[config.mk]
export PLATFORM = sky130hd
export DESIGN_NAME = ram_arbiter
export DESIGN_NICKNAME = d
export VERILOG_FILES = /design/src/rtl/ram_arbiter.sv
export SDC_FILE = /design/constraint.sdc
export NUM_CORES = 1
export LEC_CHECK = 0
export BUFFER_PORTS_ARGS = -buffer_cell sky130_fd_sc_hd__buf_2
export CAP_MARGIN = 20
export CORE_AREA = 2 2 95 97
export CTS_CLUSTER_DIAMETER = 80
export DETAILED_ROUTE_END_ITERATION = 8
export DIE_AREA = 0 0 97 99
export SETUP_SLACK_MARGIN = 0.05
export SLEW_MARGIN = 30
export SYNTH_ARGS = -nofsm -noshare
export SYNTH_HDL_FRONTEND = slang
export SYNTH_SLANG_ARGS = --single-unit
[constraint.sdc]
create_clock -name clk -period 1.1 [get_ports clk]
set_input_delay 0 -clock clk [delete_from_list [all_inputs] [get_ports clk]]
set_output_delay 0 -clock clk [all_outputs]
set_load 0.05 [all_outputs]
[src/rtl/ram_arbiter.sv]
// Round-robin arbiter sharing one byte-enabled synchronous RAM port
// between instruction fetch (m0) and data load/store (m1).
module ram_arbiter #(
  parameter int ADDR_WIDTH = 10,
  parameter int DATA_WIDTH = 32
) (
  input  logic                    clk,
  input  logic                    reset,
  input  logic                    m0_req_valid,
  output logic                    m0_req_ready,
  input  logic [ADDR_WIDTH-1:0]   m0_addr,
  input  logic [DATA_WIDTH/8-1:0] m0_wstrb,
  input  logic [DATA_WIDTH-1:0]   m0_wdata,
  output logic                    m0_rsp_valid,
  output logic [DATA_WIDTH-1:0]   m0_rsp_rdata,
  input  logic                    m1_req_valid,
  output logic                    m1_req_ready,
  input  logic [ADDR_WIDTH-1:0]   m1_addr,
  input  logic [DATA_WIDTH/8-1:0] m1_wstrb,
  input  logic [DATA_WIDTH-1:0]   m1_wdata,
  output logic                    m1_rsp_valid,
  output logic [DATA_WIDTH-1:0]   m1_rsp_rdata,
  output logic [DATA_WIDTH/8-1:0] ram_we,
  output logic [ADDR_WIDTH-1:0]   ram_addr,
  output logic [DATA_WIDTH-1:0]   ram_di,
  input  logic [DATA_WIDTH-1:0]   ram_do
);

  localparam int STRB = DATA_WIDTH / 8;

  logic pend_valid;
  logic pend_owner;
  logic pend_write;
  logic last_grant;

  logic gnt0;
  logic gnt1;
  logic gnt_write;

  // Ties go to whoever was not granted last; reset forces no grant.
  always_comb begin
    gnt0 = 1'b0;
    gnt1 = 1'b0;
    if (!reset) begin
      unique case (1'b1)
        m0_req_valid & m1_req_valid: begin
          gnt0 = last_grant;
          gnt1 = ~last_grant;
        end
        m0_req_valid & ~m1_req_valid: gnt0 = 1'b1;
        m1_req_valid & ~m0_req_valid: gnt1 = 1'b1;
        default: ;
      endcase
    end
  end

  assign m0_req_ready = gnt0;
  assign m1_req_ready = gnt1;

  always_comb begin
    ram_we   = '0;
    ram_addr = '0;
    ram_di   = '0;
    unique case (1'b1)
      gnt0: begin
        ram_we   = m0_wstrb;
        ram_addr = m0_addr;
        ram_di   = m0_wdata;
      end
      gnt1: begin
        ram_we   = m1_wstrb;
        ram_addr = m1_addr;
        ram_di   = m1_wdata;
      end
      default: ;
    endcase
  end

  assign gnt_write = (gnt0 & (m0_wstrb != '0))
                   | (gnt1 & (m1_wstrb != '0));

  always_ff @(posedge clk or posedge reset) begin
    if (reset) begin
      pend_valid <= 1'b0;
      pend_owner <= 1'b0;
      pend_write <= 1'b0;
      last_grant <= 1'b1;
    end else begin
      pend_valid <= gnt0 | gnt1;
      pend_owner <= gnt1;
      pend_write <= gnt_write;
      if (gnt0 | gnt1)
        last_grant <= gnt1;
    end
  end

  // The RAM holds its output on writes, so write responses carry zero.
  assign m0_rsp_valid = pend_valid & ~pend_owner;
  assign m1_rsp_valid = pend_valid & pend_owner;

  assign m0_rsp_rdata = (m0_rsp_valid & ~pend_write)
                      ? ram_do : '0;
  assign m1_rsp_rdata = (m1_rsp_valid & ~pend_write)
                      ? ram_do : '0;

  logic unused_strb;
  assign unused_strb = (STRB == 0);

endmodule

==> metrics.txt <==
maximum clock frequency=0.647 GHz; Tightest Hold Check Type=input pin to flop; critical path cell sequence=a211oi_4 -> buf_12 -> a22o_2 -> buf_12; number of vias per cell=around 4.5; Hold Slack=about 28 ps; most used flip-flop cell after synthesis=dfrtp_1; Post-Syn Area per Cell=7.52 sq um; clock skew=1.45 ps; global-route wire length before repair=12400 um; ranking of synthesized cells by area=a22o_1 (38%), and2_1 (37%), dfrtp_1 (6.9%), clkbuf_1 (2.4%), dfstp_2 (2.4%); routed length per instance=17.4 um; xor and xnor area share after synthesis=0; Buf+Inv Stages, Crit Path=2; CP dominant cell by count=buf_12; Setup crit end kind=output pin; Rel. slew slack=0.831; DR pass1 iterations=3; Post-synth EDFFs=0; failing checks=setup timing; Mapped Nets=around 270; critical path class=flop to output pin; Simple-Gate Fraction of Synth Area=0.420; worst skew pair latency=220 ps; outcome=complete, but fails checks; Reg clk slew, reported paths=30 ps; Unique masters post-synth=18; pre-CTS WS=-364 ps; Combinational Power Share=0.828; Initial Util=0.128; post-synthesis register bit count=4; Synth Cell Area=1090 sq um; Core ar.=8550 sq um; Cells after Synth=145; Clock Root Buffer=clkbuf_8; Fillers=705; leading area contributor after synthesis=a22o_1; Area Overhead vs Synth=299%; largest net degree at the start of global routing=39; Pins Over Slew Limit=0; Required @ worst endpoint=approximately 1100 ps; Worst-Margin Slew=253 ps; leakage power=0.00225 uW; Syn. warnings=0; Max Cap Viol=0; Sequential Power Share=0.060; power density over the cells=689 nW/um^2; WP data arrival=roughly 1600 ps; VDD IR-drop max=a little under 0.0003 V; max incr delay on CP=560 ps; Sw Pwr=1430 uW; Die ar.=9600 sq um; internal power=roughly 1600 uW; H-tree depth=1; via count=2253; CTS Buffer Depth=2; setup ws final=-446 ps; Placed Instances=488; CTS tree=done; Num CTS Buffers=3; Remaining Overflow, GRT=0; WL final=8770 um; crit start category=flop; die span in x=between 90 and 100 um; DRC Markers=0; share of layout cells above drive strength 1=0.970; Fin. Hold Viols=0; Clk network pwr share=0.112; Ant. Diodes=0; ANT nets after route=0; most frequent cells in the layout=buf_2 (127), buf_8 (95), and2_4 (65), a22o_4 (39), buf_4 (14); initial antenna violation count=0; Compound-Gate Fraction of Synth Area=0.403; Ports=242; crit path max fanout=38; Nets=525; Clock Sinks=4; top cell type's share of synthesized area=0.377; gr usage total=0.162; Final Cycle Share=1.41; number of endpoints failing setup at the final stage=114; largest family of logic cells by synthesized area=simple AND/OR/NAND/NOR gates; row count=34; Crit-path slowest cell=dfstp_2; Final GP Congestion=0.802; chip height=99 um; DP HPWL=about 5600 um; Switching Share=0.476; crit path time final=1550 ps; port bufs=241; DR iter-0 viols=28; non-filler instance count after layout=504; vias in the first global route=2402; fraction of registers with async set/reset=1.00; RSZ-0062 raised after global routing=true; delay-heaviest family, CP=flip-flops; Post-Synth Adder-Cell Area=0; sequential-to-total area share from yosys stat=0.0929; most common cell after layout, fill and taps aside=buf_2; post-synthesis mux area share=0
==> stage by stage <==
step | total power [uW] | util | TNS, ps | cell area, sq um
2_1_floorplan | 1520 | - | -3930 | 1660
3_3_place_gp | 2040 | 0.354 | -23830 | 3030
3_5_place_dp | 2060 | 0.354 | -24460 | 3030
4_1_cts | 2950 | 0.494 | -42630 | 4230
5_1_grt | 3110 | 0.509 | -45860 | 4360
6_report | 3000 | 0.509 | -40600 | 4360
==> what timing repair did <==
| action | 4_1_cts | 5_1_grt |
|---|---|---|
| resized for setup | 296 | 35 |
| endpoints found under the hold margin | 4 | 0 |
| endpoints found under the setup margin | 116 | 117 |
| buffers inserted | 6 | 0 |
| pin swaps | 13 | 17 |
| gates cloned | 5 | 3 |
| hold buffers | 1 | 0 |
==> cells in the mapped netlist, types with 2 or more instances <==
cell type / instances
nor2_1: 2
inv_2: 2
or4_1: 2
dfrtp_1: 3
buf_2: 5
a22o_1: 47
and2_1: 65
clkbuf_1: 7
buf_4: 3
==> per-layer routing <==
metal  GRT usage  vias to the layer above  wire, um
li1            -                     1035         -
met1       0.161                     1031      2890
met2       0.315                      166      4790
met3      0.0454                       21       785
met4      0.0715                        0       298
met5           0                        -         0
==> logic make-up after synthesis <==
group	count (synthesis)
buffers and inverters	18
AOI/OAI and AO/OA	50
DFF	4
and+or+nand+nor	73
==> cell type report <==
class,count,area [sq um],share of cell area
multi-input cells,123,1450,0.332
flip-flops and latches,4,101,0.0233
repair buffers,263,2620,0.602
inverters,2,7.51,0.00172
well taps,108,135,0.0310
clock buffers,4,45.0,0.0103
==> state kept, by name, summed over array words and instances (netlist names) <==
register,cells
last_grant,1
pend_owner,1
pend_valid,1
pend_write,1
==> worst paths after layout <==
check                            from         end  slack, ps  cells past startpoint
max reg2reg                last_grant  pend_write       -110                      3
min reg2reg                last_grant  last_grant        520                      2
max                        last_grant  ram_di[31]       -450                      4
min                             reset  pend_valid         30                      2
max in group asynchronous       reset  last_grant        580                      4
min in group asynchronous       reset  pend_owner        330                      4
==> power groups by stage <==
stage	combinational (uW)	clock (uW)	sequential [uW]
after floorplan	1340	0	175
after global placement	1860	0	180
after detailed placement	1870	0	181
after CTS	2430	347	180
after global routing	2570	364	182
final	2480	337	181
Note: power is estimated with default switching activity, not from simulation.
